`src/rtl/payload_engine_sched.sv`:
```
// payload_engine_sched: runs one packet at a time through a bank of parallel payload engines
// and serialises the sticky per-engine match bits as rule-index records plus a per-packet summary.
module payload_engine_sched #(
    parameter int NUM_ENGINES  = 64,
    parameter int IDX_W        = 6,
    parameter int DRAIN_CYCLES = 3,
    parameter int LEN_W        = 16
) (
    input  logic                   clk,
    input  logic                   rst_n,
    input  logic [7:0]             s_data,
    input  logic                   s_valid,
    input  logic                   s_sop,
    input  logic                   s_eop,
    output logic                   s_ready,
    output logic [7:0]             eng_data,
    output logic                   eng_en,
    output logic                   eng_sod,
    input  logic [NUM_ENGINES-1:0] eng_match,
    output logic                   m_valid,
    input  logic                   m_ready,
    output logic [IDX_W-1:0]       m_idx,
    output logic                   m_last,
    output logic                   m_any,
    output logic [LEN_W-1:0]       m_len,
    output logic [LEN_W-1:0]       drop_cnt,
    output logic                   busy
);
    localparam int CNT_W = $clog2(DRAIN_CYCLES + 1);
    localparam logic [CNT_W-1:0] CNT_LAST = CNT_W'(DRAIN_CYCLES - 1);
    localparam logic [IDX_W-1:0] IDX_LAST = IDX_W'(NUM_ENGINES - 1);

    typedef enum logic [2:0] {IDLE, CLEAR, STREAM, DRAIN, SCAN, SUMMARY} state_t;

    state_t                 state;
    logic                   sod_q;
    logic [NUM_ENGINES-1:0] snap;
    logic [IDX_W-1:0]       ptr;
    logic [CNT_W-1:0]       cnt;
    logic                   step;

    assign s_ready  = rst_n & ((state == IDLE) ? ~s_sop : (state == STREAM));
    assign eng_en   = (state == STREAM) & s_valid;
    assign eng_data = s_data;
    assign eng_sod  = ~rst_n | sod_q;
    assign busy     = (state != IDLE);
    // a pending record advances only on handshake; an empty slot advances immediately
    assign step     = m_valid ? m_ready : ~snap[ptr];

    always_ff @(posedge clk or negedge rst_n) begin
        if (!rst_n) begin
            state    <= IDLE;
            sod_q    <= 1'b0;
            snap     <= '0;
            ptr      <= '0;
            cnt      <= '0;
            m_valid  <= 1'b0;
            m_idx    <= '0;
            m_last   <= 1'b0;
            m_any    <= 1'b0;
            m_len    <= '0;
            drop_cnt <= '0;
        end else begin
            sod_q <= 1'b0;
            case (state)
                IDLE: begin
                    if (s_valid && s_sop) begin
                        state <= CLEAR;
                        sod_q <= 1'b1;
                    end else if (s_valid && drop_cnt != '1) begin
                        drop_cnt <= drop_cnt + 1'b1;
                    end
                end
                CLEAR: begin
                    m_len <= '0;
                    snap  <= '0;
                    state <= STREAM;
                end
                STREAM: begin
                    if (s_valid) begin
                        if (m_len != '1) m_len <= m_len + 1'b1;
                        if (s_eop) begin
                            cnt   <= '0;
                            state <= DRAIN;
                        end
                    end
                end
                DRAIN: begin
                    if (cnt == CNT_LAST) begin
                        snap  <= eng_match;
                        ptr   <= '0;
                        state <= SCAN;
                    end else begin
                        cnt <= cnt + 1'b1;
                    end
                end
                SCAN: begin
                    if (m_valid && m_ready) m_valid <= 1'b0;
                    if (!m_valid && snap[ptr]) begin
                        m_valid <= 1'b1;
                        m_idx   <= ptr;
                        m_last  <= 1'b0;
                    end else if (step) begin
                        if (ptr == IDX_LAST) begin
                            m_valid <= 1'b1;
                            m_last  <= 1'b1;
                            m_idx   <= '0;
                            m_any   <= |snap;
                            state   <= SUMMARY;
                        end else begin
                            ptr <= ptr + 1'b1;
                        end
                    end
                end
                SUMMARY: begin
                    if (m_ready) begin
                        m_valid <= 1'b0;
                        m_last  <= 1'b0;
                        state   <= IDLE;
                    end
                end
                default: state <= IDLE;
            endcase
        end
    end
endmodule
```
`config.mk`:
```
export PLATFORM = sky130hd
export DESIGN_NAME = payload_engine_sched
export DESIGN_NICKNAME = d
export VERILOG_FILES = /design/src/rtl/payload_engine_sched.sv
export SDC_FILE = /design/constraint.sdc
export NUM_CORES = 1
export LEC_CHECK = 0
export CAP_MARGIN = 10
export CORE_MARGIN = 5
export CORE_UTILIZATION = 46
export DETAILED_ROUTE_END_ITERATION = 6
export PLACE_DENSITY = 0.77
export SLEW_MARGIN = 5
export SYNTH_ARGS = -nofsm -noshare
export SYNTH_HDL_FRONTEND = slang
export SYNTH_SLANG_ARGS = --single-unit
```
`constraint.sdc`:
```
create_clock -name clk -period 2.5 [get_ports clk]
set_input_delay 0.5 -clock clk [delete_from_list [all_inputs] [get_ports clk]]
set_output_delay 0.5 -clock clk [all_outputs]
set_load 0.05 [all_outputs]
```
## Word-level counts from Yosys, hierarchy flattened

Index checks and enable logic that the tools add are counted.

| cells by class | value |
|---|---|
| bitwise gates (word level) | 8 |
| equality and inequality tests | 22 |
| muxes and demuxes | 42 |
| add/subtract/negate cells | 4 |
| order comparisons | 1 |
| reductions and logical operators | 25 |

Operator list:

| operator | count |
|---|---|
| 64-bit one-hot mux with 2 select lines | 1 |
| 64-bit two-way mux | 1 |
| 64-bit OR reduction | 1 |
| 6-bit two-way mux | 7 |
| 16-bit by 1-bit adder with 16-bit output, second input constant | 2 |
| 16-bit two-way mux | 2 |
| 16-bit inequality test, second input constant | 2 |
| 16-bit one-hot mux with 2 select lines | 1 |
| 3-bit two-way mux | 8 |
| 2-bit inequality test, second input constant | 9 |
| 3-bit one-hot mux with 6 select lines | 1 |
| 2-bit nonzero test | 7 |
| 1-bit two-way mux | 13 |
| 6-bit one-hot mux with 2 select lines | 1 |
| 4-bit AND reduction | 3 |
| 3-bit AND reduction | 3 |
| 8-bit AND reduction | 1 |
| 6-bit by 7-bit less-than comparator with 1-bit output, second input constant | 1 |
| 6-bit by 1-bit adder with 6-bit output, second input constant | 1 |
| 1-bit binary-select mux with 6-bit select | 1 |
| 3-bit by 2-bit == test with 1-bit output, second input constant | 2 |
| 3-bit == test, second input constant | 2 |
| 6-bit == test, second input constant | 1 |
| 2-bit two-way mux | 3 |
| 16 further kinds | 28 |

| storage, ports and cells | value |
|---|---|
| input port bits | 78 |
| logic and storage cells | 113 |
| flip-flop bits (word level) | 117 |
| output and inout bits | 53 |

## Longest topological paths before layout

Gate-level depths: netlist (run 1).

| logic depth | value |
|---|---|
| depth after elaboration | 7 |
| mapped depth | 9 |
| mapped depth without buffers | 7 |

## Worst setup path after synthesis (run 1)

Ideal clock, no wire load.

| timing path | value |
|---|---|
| path kind | register to register |
| from | reg ptr[0] |
| to | reg m_any |
| data required time | 2.372 ns |
| data arrival time | 2.220 ns |
| clock period less this slack | 2.348 ns |
| cell stages (with the launch flop) | 8 |
| buffers on the path | 1 |
| library setup time | 0.128 ns |
| path slack | 0.152 ns |
| path through | dfrtp_1 > buf_6 > mux4_2 > a22oi_1 > nand4_1 > a22o_1 > nor4_1 > mux2_1 |

| on the way | value |
|---|---|
| word-level cells in the longest chain between the ends | 5 |
| elaborated cells on any way between the ends | 8 |
| those cells by class | eq/ne: 1; mux: 3; bitwise: 2; reduce/logical: 2 |

RTL lines:

| element | RTL line | RTL |
|---|---|---|
| from (decl) | 38 | `logic [IDX_W-1:0] ptr;` |
| from (signal assigned) | 111 | `ptr <= ptr + 1'b1;` |
| 1-bit binary-select mux with 6-bit select | 48, 99 |  |
| 1-bit two-way mux (not written as such) | 48, 99 |  |
| 1-bit inverter / 1-bit logical AND (equally long branches) | 48, 99 |  |
| 1-bit two-way mux / 1-bit inverter (equally long branches) | - |  |
| 4-bit AND reduction (no source line) * | - |  |
| to (signal assigned) | 108 | `m_any <= \|snap;` |
| to (decl) | 24 | `output logic m_any,` |

Every way passes the cells marked *; elsewhere a longest branch is shown, timed or not. The select of a mux whose other input is x is not followed.
A chain may end at the register's enable or synchronous reset.

## Worst setup path in the final report (run 1)

| timing path | value |
|---|---|
| from | reg ptr[0] |
| to | reg ptr[3] |

| on the way | value |
|---|---|
| word-level cells in the longest chain between the ends | 6 |
| elaborated cells on any way between the ends | 15 |
| those cells by class | add/sub: 1; eq/ne: 4; mux: 7; bitwise: 1; reduce/logical: 2 |

RTL lines:

| element | RTL line | RTL |
|---|---|---|
| 1-bit binary-select mux with 6-bit select | 48, 99 |  |
| 1-bit two-way mux (not written as such) | 48, 99 |  |
| 1-bit inverter | 48 | `assign step = m_valid ? m_ready : ~snap[ptr];` |
| 1-bit two-way mux | 48 |  |
| 2-bit inequality test (no source line) | - |  |
| 5-bit AND reduction (no source line) | - |  |

Parallel ways exist; a longest one is shown, timed or not. The select of a mux whose other input is x is not followed.

==> results.txt, run 1 <==
- Total number of nets in the final design: 830
- Across every metal layer, demand over resource in global routing totals 0.203.
* Largest net degree at the start of global routing: 129
- Final critical-path share of the clock period: 0.981
- Share of synthesized area occupied by flip-flops and latches: 0.490
- Final setup viols: 0
* Count of nets left with antenna violations after detail routing: 0
- Leakage power total: around 3.4 nW
- Net count after synthesis: 722
- # hold bufs at CTS: 0
* Max-slew violation count: 0
- The worst setup path is captured at a flip-flop.
- Yosys warning total: 0
- After clock tree synthesis, the clock-pin slew on the worst setup and hold paths is 0.05 ns.
* Peak Freq: 0.408 GHz
- At the pin with the least slew margin, the transition time is 0.644 ns.
- CTS saw 117 sinks.
- In this run the critical register-to-register path is launched from ptr[0].
- Initial standard-cell utilization of the core: 0.472
* Path type of the worst setup path: reg -> reg
* Boundary Pins: 131
- NetSw: roughly 3.5 mW
* EDFF count, synth: 0
- After legalization and detailed placement, the total HPWL measured 10400 um.
* Avg Synthesized Cell Area: 9.34 um2
* Total grt overflow: 0
* Number of DRC violations after detailed routing: 0
- Unrepaired setup endpoints after global routing: true
* Overall die area: 15400 um2
- FP Rows: around 40
* Nature of the critical path startpoint: flip-flop
* Worst clock skew: 0.0137 ns
- The number of clock buffers added by TritonCTS is 17.
- The most critical setup path has its startpoint at ptr[0].
* Initial antenna violation count: 0
- In this run the clock root is driven by a clkbuf_16.
* Combinational share of power: 0.408
- Depth of the most critical reg-to-reg path: 8
- The run finished with clean final reports.
- The floorplan step set the die width to 124 um.
- Count of routing violations after the opening detailed-route iteration: 378
- Relative max-transition margin: 0.571
* Count of buffers inserted at the top-level ports: approximately 110
- Total Wirelength: 14900 um
* Reg2Reg Capture Point: ptr[3]
- The worst register-to-register path has a setup slack of 0.05 ns.
- The internal power of the cells totals 5.32 mW.
* Clock insertion delay at the later pin of the skew report: 0.41 ns
- DR WL/cell: 16.0 um
- Async set-reset flop share out of synthesis: 1.00
- Number of distinct library cell variants in the gate-level netlist after synthesis: 52
- Total of max-cap violations: 0
- Part of the power in registers: 0.333
- 0 antenna diodes ended up in the layout.
* Area fraction of the dominant cell type after synthesis: 0.490
- Of the total power, the clock network draws 0.258.
- At the worst endpoint, the arrival time is 2.79 ns.
* Post-route cell area: 8000 um2
* Via total after detailed routing: 5174
- Shortest clock period the worst path allows after layout: 2.45 ns
* Relative area change from synthesis to final layout: 33.9%
- The worst path meets setup with 0.0474 ns of slack.
- Counting flops and latches in the post-synthesis netlist gives approximately 120.
* Minimum setup slack after placement: 0.00277 ns
- Number of standard cells after synthesis: 640
* CTS HTree Levels: 4
- Worst IR drop on VDD: approximately 610 uV
- Area of the core: 12700 um2
- No sink is reached through more buffers than the 2 on the longest clock path.
* Final Hold Fails: 0
- Number of global-route vias before repair: 5195
- The floorplan step set the die height to 124 um.
* Post-placement cell area: 7320 um2
- The congestion estimate from routability-driven global placement came to ~0.83.
* Wire length of the first global-routing pass: 24700 um
- The first TritonRoute pass finished after 5 iterations.
- Routed via count divided by cell count: 5.55
- The most common cell in the synthesized netlist is nand2_1.
* Commonest cells in the synthesized netlist: nand2_1, dfrtp_1, o21ai_0, clkbuf_1, nor2_1
- Worst EP required: 2.84 ns
- Summed over all instances, the cell type with the most area after synthesis is dfrtp_1.
- In this run the worst path has a maximum fanout of 11.
- Netlist Area Pre-Place: 5980 um2
* Net switching fraction of the power: 0.396
- Min-Delay Path Class: in -> async
- Biggest area contributors in the synthesized netlist: dfrtp_1, nand2_1, o21ai_0
- TritonCTS clock tree: done
- For this design the ratio of total power to cell area is around 1100 nW/um2.
- Fraction of final layout cells with drive strength greater than 1: 0.121
- For this run, the leading register cell type out of synthesis is dfrtp_1.
routing by layer:
| metal | wire (um) | global-route usage | up-vias |
|---|---|---|---|
| met2 | 7210 | 0.331 | 215 |
| met4 | 366 | 0.0842 | 0 |
| met5 | 0 | 0 | - |
| met1 | 6340 | 0.261 | 2464 |
| met3 | 1010 | 0.0490 | 39 |
| li1 | - | - | 2456 |
metrics by stage:
stage / power (mW) / TNS, ns / util / hold WS (ns) / instances
after global routing: 9.38 / -0.145 / 0.632 / 0.274 / 933
final: 8.81 / 0 / 0.632 / 0.162 / 933
after global placement: 6.27 / 0 / 0.578 / 0.467 / 896
after CTS: 8.76 / 0 / 0.624 / 0.231 / 931
after floorplan: 5.28 / 0 / - / 0.204 / 640
after detailed placement: 6.41 / 0 / 0.578 / 0.491 / 896
sequential cells by signal (all words and copies together), names as in the netlist, 2 cells and up:
register,count
cnt,2
drop_cnt,16
m_idx,6
m_len,16
ptr,6
snap,64
state,3
cell type report:
class,instances,area (um2)
clock buffer,23,488
clock inverter,9,76.3
fill,1011,4670
inverter,9,33.8
multi-input combinational,466,2860
sequential,117,2930
tap,172,215
timing repair buffer,137,1400
placed cells by master (no fill, tap or decap), drive strengths merged, types with 7 or more instances in the layout:
master / Yosys / routed
nor2b: 8 / 8
nor3: 7 / 7
xnor2: 13 / 13
nor4: 19 / 19
xor2: 12 / 12
nand3: 17 / 17
a22o: 9 / 9
clkdlybuf4s50: 0 / 109
mux4: 16 / 16
nand2: 168 / 168
and2: 7 / 7
buf: 12 / 26
nand4: 12 / 12
a21oi: 10 / 10
and3: 7 / 7
clkbuf: 36 / 24
o21ai: 78 / 78
nor2: 24 / 24
clkinv: 0 / 7
inv: 9 / 9
dfrtp: 117 / 117
what timing repair did:
| action | CTS | global route |
|---|---|---|
| pin swaps | 0 | 5 |
| cloned | 0 | 1 |
| hold endpoints to repair | 0 | 0 |
| setup buffers | 3 | 1 |
| gates resized for setup | 2 | 12 |
| setup endpoints to repair | 7 | 14 |
power groups by stage:
stage	Combinational, mW	Clock, mW	Sequential [mW]
2_1_floorplan	2.19	0	3.09
3_3_place_gp	3.36	0	2.91
3_5_place_dp	3.47	0	2.94
4_1_cts	3.54	2.31	2.91
5_1_grt	3.99	2.39	2.99
6_report	3.60	2.28	2.94
worst max-delay path: stages, from the launching register on:
cell,delay [ns]
dfrtp_2,0.43
buf_12,0.14
mux4_2,0.51
a22oi_2,0.19
a311oi_2,0.12
a22o_1,0.29
buf_6,0.17
nor4b_4,0.31
mux2i_1,0.21
how the worst max path moves through the flow:
| stage | cells past startpoint | to |
|---|---|---|
| 2_1_floorplan | 7 | m_any |
| 3_3_place_gp | 7 | m_any |
| 3_5_place_dp | 7 | m_any |
| 4_1_cts | 8 | ptr[3] |
| 5_1_grt | 8 | ptr[5] |
| 6_report | 8 | ptr[3] |
kinds of logic (layout without fill, tap and decap cells):
group / count (synthesis) / after routing / share of synthesized area
simple gates: 292 / 292 / 0.229
compound gates: 123 / 123 / 0.122
flops: 117 / 117 / 0.490
buf+inv: 57 / 178 / 0.0440
xor+xnor: 25 / 25 / 0.0366
mux: 22 / 22 / 0.0705
fa+ha+maj: 4 / 4 / 0.00837
Power figures use the tool's default switching activity.
==> run 2, diff against run 1 <==
--- a/config.mk
+++ b/config.mk
@@ -9,7 +9,7 @@
 export CORE_MARGIN = 5
 export CORE_UTILIZATION = 46
 export DETAILED_ROUTE_END_ITERATION = 6
-export PLACE_DENSITY = 0.77
+export PLACE_DENSITY_LB_ADDON = 0.12
 export SLEW_MARGIN = 5
 export SYNTH_ARGS = -nofsm -noshare
 export SYNTH_HDL_FRONTEND = slang
==> run 2 against run 1 <==
Effect of this change: sequential cell count did not move; combinational power increased by 1%; fmax increased by 1.1%; final cell count up 0.64%; utilization rose by 0.84 points; sequential power about the same; die area is the same; clock power up 10%; clock-buffer cell count rose by 1; critical endpoint is now ptr[0]; largest cell class unchanged; highest routed layer unchanged.
==> results.txt, run 2 (synthesis gave the netlist of run 1 again) <==
- Fraction of final layout cells with drive strength greater than 1: 0.125
- From synthesis to final layout, the design area changed by 35.7%.
- Dividing the final minimum period by the clock period gives 0.971.
- Slowest cell on the critical path: mux4_2
- STA classifies the critical path startpoint as a flip-flop.
- Category of the worst setup path capture point: flip-flop
* Internal reg-to-reg setup slack: around 0.073 ns
- Number of DRC violations after detailed routing: 0
- The worst register-to-register path ends at ptr[0].
- Worst clock skew: 0.00596 ns
- Wires add up to 14700 um.
- Relative max-transition margin: 0.431
- TritonCTS clock tree: done
- Critical path data arrival time: ~2.7 ns
- Depth of the critical timing path with buffers and inverters included: 8
* Largest net degree at the start of global routing: 75
* Clock insertion delay at the later pin of the skew report: between 0.4 and 0.5 ns
- Horiz. Die Dim: 124 um
- In this design, the largest share of critical-path delay is due to compound AO/OA/AOI/OAI gates.
- CTS HTree Levels: 4
- Top library cells by usage in the layout, fill and taps aside: nand2_1, dfrtp_1, clkdlybuf4s50_1
- Area of the core: 12700 um2
* Path type of the worst setup path: reg -> reg
- Together, buffers and inverters on the worst path number 2.
* Capture point of the critical path: ptr[0]
- Peak Freq: between 0.4 and 0.5 GHz
* Routed via count divided by cell count: about 5.5
* Total number of nets in the final design: 836
- Initial antenna violation count: 0
* Global routing usage summed across all routing layers: 0.202
* Count of routing violations after the opening detailed-route iteration: 405
* Total of max-cap violations: 0
- The design draws just over 9 mW.
- Counting flops per register, the top entry is snap.
- Tightest Pin Transition: 0.853 ns
- For this design the ratio of total power to cell area is roughly 1100 nW/um2.
- The tree built by TritonCTS fans out to 117 sinks.
- Setup violations remaining at the end of the flow were counted as 0.
- Outcome: complete, no violations
- The routed design could run at a clock period as short as 2.43 ns.
* Count of buffers inserted at the top-level ports: 114
* Count of nets left with antenna violations after detail routing: 0
- Hold Worst Slack: roughly 0.21 ns
- Initial standard-cell utilization of the core: 0.472
- Placed wire-length estimate after detailed placement: 10500 um
* Cell at the root of the clock tree: clkbuf_16
* Maximum buffer depth of the clock tree: 2
- Via total after detailed routing: 5119
- The floorplan has ~40 rows.
- The die is 124 um tall.
- Worst EP required: 2.81 ns
- The register with the most flip-flops in the layout has 64 of them.
- In this run the worst hold path is classified as in -> async.
* Ant. Diodes: 0
- The first TritonRoute pass finished after 5 iterations.
- Total CTS buffers: 17
- Global placement routability congestion: 0.808
* Leakage power total: 3.41 nW
* Depth of the most critical reg-to-reg path: 8
- Global routing finished with a remaining overflow of 0.
- # hold bufs at CTS: 0
- Boundary Pins: 131
- Of all nets on the critical path, the largest fanout is 7.
- Critical Path Max Stage Delay: 0.49 ns
- Worst setup path startpoint: ptr[0]
- Max-slew violation count: 0
* Clock-pin transition on the worst setup and hold timing paths: around 0.06 ns
- The largest registers in the layout are snap (64), drop_cnt (16), m_len (16).
- DR WL/cell: about 16 um
- The final-report hold violation count came to 0.
- The worst register-to-register path begins at ptr[0].
* Critical Path, Cell by Cell: clkbuf_16 > mux4_2 > a31oi_1 > nand3_1 > a22o_1 > buf_2 > or3_1 > o211ai_1
- Number of global-route vias before repair: 5023
- The library cell used most frequently in the layout, excluding fill and tap cells, is nand2_1.
* Worst IR drop on VDD: between 500 and 600 uV
* Overall die area: 15400 um2
- Wire length of the first global-routing pass: 24300 um
run 2: changes by cell type in the layout (fill, tap and decap cells not counted), sizes merged:
cell	delta
buf	+5
bufinv	+2
clkbuf	+1
clkdlybuf4s50	+1
clkinv	-4
clkinvlp	+1
dlygate4sd2	-1
dlymetal6s2s	+1
run 2: metal layers:
metal	track usage	share of wire
met1	0.275	0.43
met2	0.316	0.49
met3	0.0463	0.060
met4	0.0801	0.020
met5	0	0
run 2: how the worst min path moves through the flow:
stage | slack, ns | from | to | cells after the start
5_1_grt | 0.27 | rst_n | drop_cnt[13] | 2
4_1_cts | 0.23 | rst_n | drop_cnt[10] | 2
3_5_place_dp | 0.47 | cnt[1] | cnt[1] | 2
6_report | 0.21 | rst_n | drop_cnt[12] | 2
2_1_floorplan | 0.20 | rst_n | cnt[0] | 0
3_3_place_gp | 0.47 | cnt[1] | cnt[1] | 2
run 2: area by class of cell:
type	instances	area, um2
tap	172	215
fill	1019	4560
clock inverter	8	120
clock buffer	24	502
timing repair buffer	143	1450
inverter	9	33.8
multi-input combinational	466	2860
sequential	117	2930
run 2: power breakdown:
part / switching (mW) / total, mW / internal, mW
Sequential: 0.529 / 2.95 / 2.42
Combinational: 2.13 / 3.65 / 1.51
Clock: 0.816 / 2.51 / 1.69
Total: 3.48 / 9.11 / 5.63
run 2: worst register-to-register path: stages, from the launching register on:
cell,delay [ns]
dfrtp_2,0.43
clkbuf_16,0.18
mux4_2,0.49
a31oi_1,0.20
nand3_1,0.11
a22o_1,0.29
buf_2,0.17
or3_1,0.37
o211ai_1,0.10
run 2: timing repair:
action,4_1_cts,5_1_grt
cloned,0,2
resized for setup,1,13
endpoints found under the hold margin,0,0
setup endpoints to repair,5,15
pin swaps,0,6
buffers inserted,2,4
run 2: stage by stage:
stage / instance area, um2 / worst slack [ns] / instances / utilization / TNS [ns]
3_5_place_dp: 7350 / -0.0377 / 899 / 0.580 / -0.0511
6_report: 8110 / 0.0734 / 939 / 0.640 / 0
3_3_place_gp: 7350 / 0.0784 / 899 / 0.580 / 0
5_1_grt: 8110 / -0.0214 / 939 / 0.640 / -0.0991
2_1_floorplan: 5980 / 0.152 / 640 / - / 0
4_1_cts: 7990 / 0.00244 / 933 / 0.631 / 0
==> run 3, diff against run 2 <==
--- a/config.mk
+++ b/config.mk
@@ -7,10 +7,10 @@
 export LEC_CHECK = 0
 export CAP_MARGIN = 10
 export CORE_MARGIN = 5
-export CORE_UTILIZATION = 46
+export CORE_UTILIZATION = 43
 export DETAILED_ROUTE_END_ITERATION = 6
 export PLACE_DENSITY_LB_ADDON = 0.12
-export SLEW_MARGIN = 5
+export SLEW_MARGIN = 10
 export SYNTH_ARGS = -nofsm -noshare
 export SYNTH_HDL_FRONTEND = slang
 export SYNTH_SLANG_ARGS = --single-unit
==> run 3 against run 2 <==
Effect of this change: global-route usage down 1.1 points; critical endpoint is now ptr[1]; clock-buffer cell count shrank 6; sequential share of layout area about the same; sequential power about the same; critical path type unchanged; first-iteration DRC count fell by 17%; clock power is essentially flat; non-clock buffer count shrank 2.
==> results.txt, run 3 (synthesis gave the netlist of run 1 again) <==
* Worst IR drop on VDD: approximately 600 uV
- The finished layout holds 945 standard cells, fillers aside.
* DIE HEIGHT: 128 um
* Initial standard-cell utilization of the core: 0.434
* Tightest Pin Transition: approximately 0.83 ns
* Critical Path Fanout Max: 6
- Final Hold Fails: 0
- Data on the critical path is required at its endpoint by 2.83 ns.
* Biggest registers after layout: snap (64), drop_cnt (16), m_len (16)
- Final critical-path share of the clock period: 0.968
* Category of cells accounting for the largest share of critical-path delay: compound AO/OA/AOI/OAI gates
- Reg2Reg Capture Point: ptr[1]
- The library cell used most frequently in the layout, excluding fill and tap cells, is nand2_1.
- The worst hold path belongs to the class in -> async.
- The initialized floorplan defines 43 standard-cell rows.
- Count of buffers inserted at the top-level ports: 114
- Unrepaired setup endpoints after global routing: true
- The multi-input combinational cells in the finished layout cover a total of 2850 um2.
- Clock tree synthesis inserted a total of 17 buffers.
- The critical path is of the reg -> reg type.
- The number of cells on the worst reg-to-reg path is 8.
* Hold Worst Slack: 0.306 ns
- Overall die area: 16400 um2
- TritonCTS built the clock tree.
* Number of global-route vias before repair: 5193
* Top library cells by usage in the layout, fill and taps aside: nand2_1, dfrtp_1, clkdlybuf4s50_1
- Critical path data arrival time: 2.75 ns
- Critical Path, Cell by Cell: buf_8 > mux4_2 > a22oi_1 > nand4_1 > a22o_1 > buf_2 > or3_1 > o211ai_1
- Nature of the critical path startpoint: flip-flop
- Worst clock skew: 0.00575 ns
* Max-slew violation count: 0
* Cell at the root of the clock tree: clkbuf_16
- Setup violations remaining at the end of the flow were counted as 0.
* Horiz. Die Dim: roughly 130 um
- At the end of the flow, the number of nets in the layout was between 800 and 900.
* First-pass DRT Iterations: 5
- For this run, the top clock speed supported by timing is 0.413 GHz.
- CTS HTree Levels: 4
- Number of filler instances in the final layout: about 1200
* Capture point of the critical path: ptr[1]
* Power per Cell Area: 1120 nW/um2
- Boundary Pins: 131
* Wire length of the first global-routing pass: 25400 um
- The number of buffers and inverters on the critical path is 2.
- For the finished layout, the period the worst path requires is 2.42 ns.
- Max-cap violations in this run came to 0.
- Via total after detailed routing: 5082
- In this run the worst setup path begins at ptr[0].
- Total Wirelength: 15000 um
- The worst register-to-register path begins at ptr[0].
- Leakage power total: 3.39 nW
- Largest net degree at the start of global routing: 67
- The register with the most flip-flops in the layout has between 60 and 70 of them.
* Clock insertion delay at the later pin of the skew report: 0.41 ns
- In the routed design, unresolved DRC markers number 0.
- For this run the aggregate overflow at the end of global routing stands at 0.
* Outcome: complete, no violations
- Count of nets left with antenna violations after detail routing: 0
- Summing all flip-flop and latch instances after layout gives slightly below 3000 um2.
* Power consumption: 9.09 mW
- Aggregate negative setup slack: 0 ns
- Relative area change from synthesis to final layout: 35.5%
* Area of the core: between 10000 and 15000 um2
* Ant. Diodes: 0
* Placed wire-length estimate after detailed placement: 10700 um
- Clock-pin slew was measured on the worst setup and hold paths at 0.06 ns.
* Slowest cell on the critical path: mux4_2
- In this run, placement finished with an instance count of 907.
- Register name with the most flops: snap
- Relative max-transition margin: 0.443
* DR WL/cell: 15.9 um
- The clock passes through at most 2 buffers.
- The congestion estimate from routability-driven global placement came to 0.832.
- In the final layout, the share of cells above drive strength 1 is 0.125.
- Using the TritonRoute via totals, the vias-per-cell ratio works out to 5.38.
- Critical Path Max Stage Delay: 0.49 ns
* # hold bufs at CTS: 0
- Initial antenna violation count: 0
- The clock drives about 120 sinks.
- For this block, the initial DRC count from the detailed router was 338.
- Setup slack on the worst reg-to-reg path comes out at 0.08 ns.
- Depth of the critical timing path with buffers and inverters included: 8
* Global routing usage summed across all routing layers: 0.191
- Category of the worst setup path capture point: flip-flop
## run 3: changes by cell type in the layout (fill, tap and decap cells not counted), sizes merged
cell	change
buf	-2
clkinv	+3
bufinv	+1
clkbuf	-6
clkinvlp	+2
dlymetal6s2s	-1
dlygate4sd2	+1
## run 3: report_power, final
group	internal [mW]	switching, mW
clock network	1.68	0.860
logic	1.48	2.15
registers	2.42	0.501
## run 3: area by class of cell
| cell class | instances | area share |
|---|---|---|
| Clock buffer | 18 | 0.0542 |
| Inverter | 9 | 0.00417 |
| Multi-Input combinational cell | 466 | 0.352 |
| Clock inverter | 14 | 0.0227 |
| Tap cell | 180 | 0.0278 |
| Sequential cell | 117 | 0.362 |
| Timing Repair Buffer | 141 | 0.177 |
## run 3: worst reg2reg max path: cells and delay by family (launching register included)
family | cells | cell delay [ns]
buffers and inverters | 2 | 0.33
AO/OA/AOI/OAI | 3 | 0.56
flip-flops | 1 | 0.44
AND/OR/NAND/NOR | 2 | 0.51
multiplexers | 1 | 0.49
## run 3: worst min path at each step
stage | start | to | slack (ns) | cells after the start
after floorplan | rst_n | cnt[0] | 0.20 | 0
after global placement | cnt[1] | cnt[1] | 0.47 | 2
after detailed placement | cnt[1] | cnt[1] | 0.48 | 2
after CTS | rst_n | m_len[0] | 0.33 | 2
after global routing | rst_n | drop_cnt[14] | 0.39 | 2
final | rst_n | state[1] | 0.31 | 2
## run 3: through the flow
step | cell area, um2 | setup slack, ns | utilization
floorplan | 5980 | 0.152 | -
global placement | 7360 | 0.0872 | 0.534
detailed placement | 7360 | -0.0435 | 0.534
CTS | 7990 | 0.00164 | 0.580
global route | 8100 | -0.00453 | 0.588
finish | 8100 | 0.0789 | 0.588
## run 3: repair_timing
| action | 4_1_cts | 5_1_grt |
|---|---|---|
| endpoints found under the setup margin | 3 | 14 |
| gates resized for setup | 3 | 11 |
| setup buffers | 0 | 4 |
| pin swaps | 0 | 7 |
| cloned | 0 | 2 |
## run 3: routing by layer
metal,part of all wire,up-vias,wire length [um],global-route usage
met4,0.016,0,242,0.0693
met1,0.44,2464,6590,0.246
li1,-,2458,-,-
met3,0.051,22,760,0.0429
met2,0.49,138,7430,0.317
met5,0,-,0,0
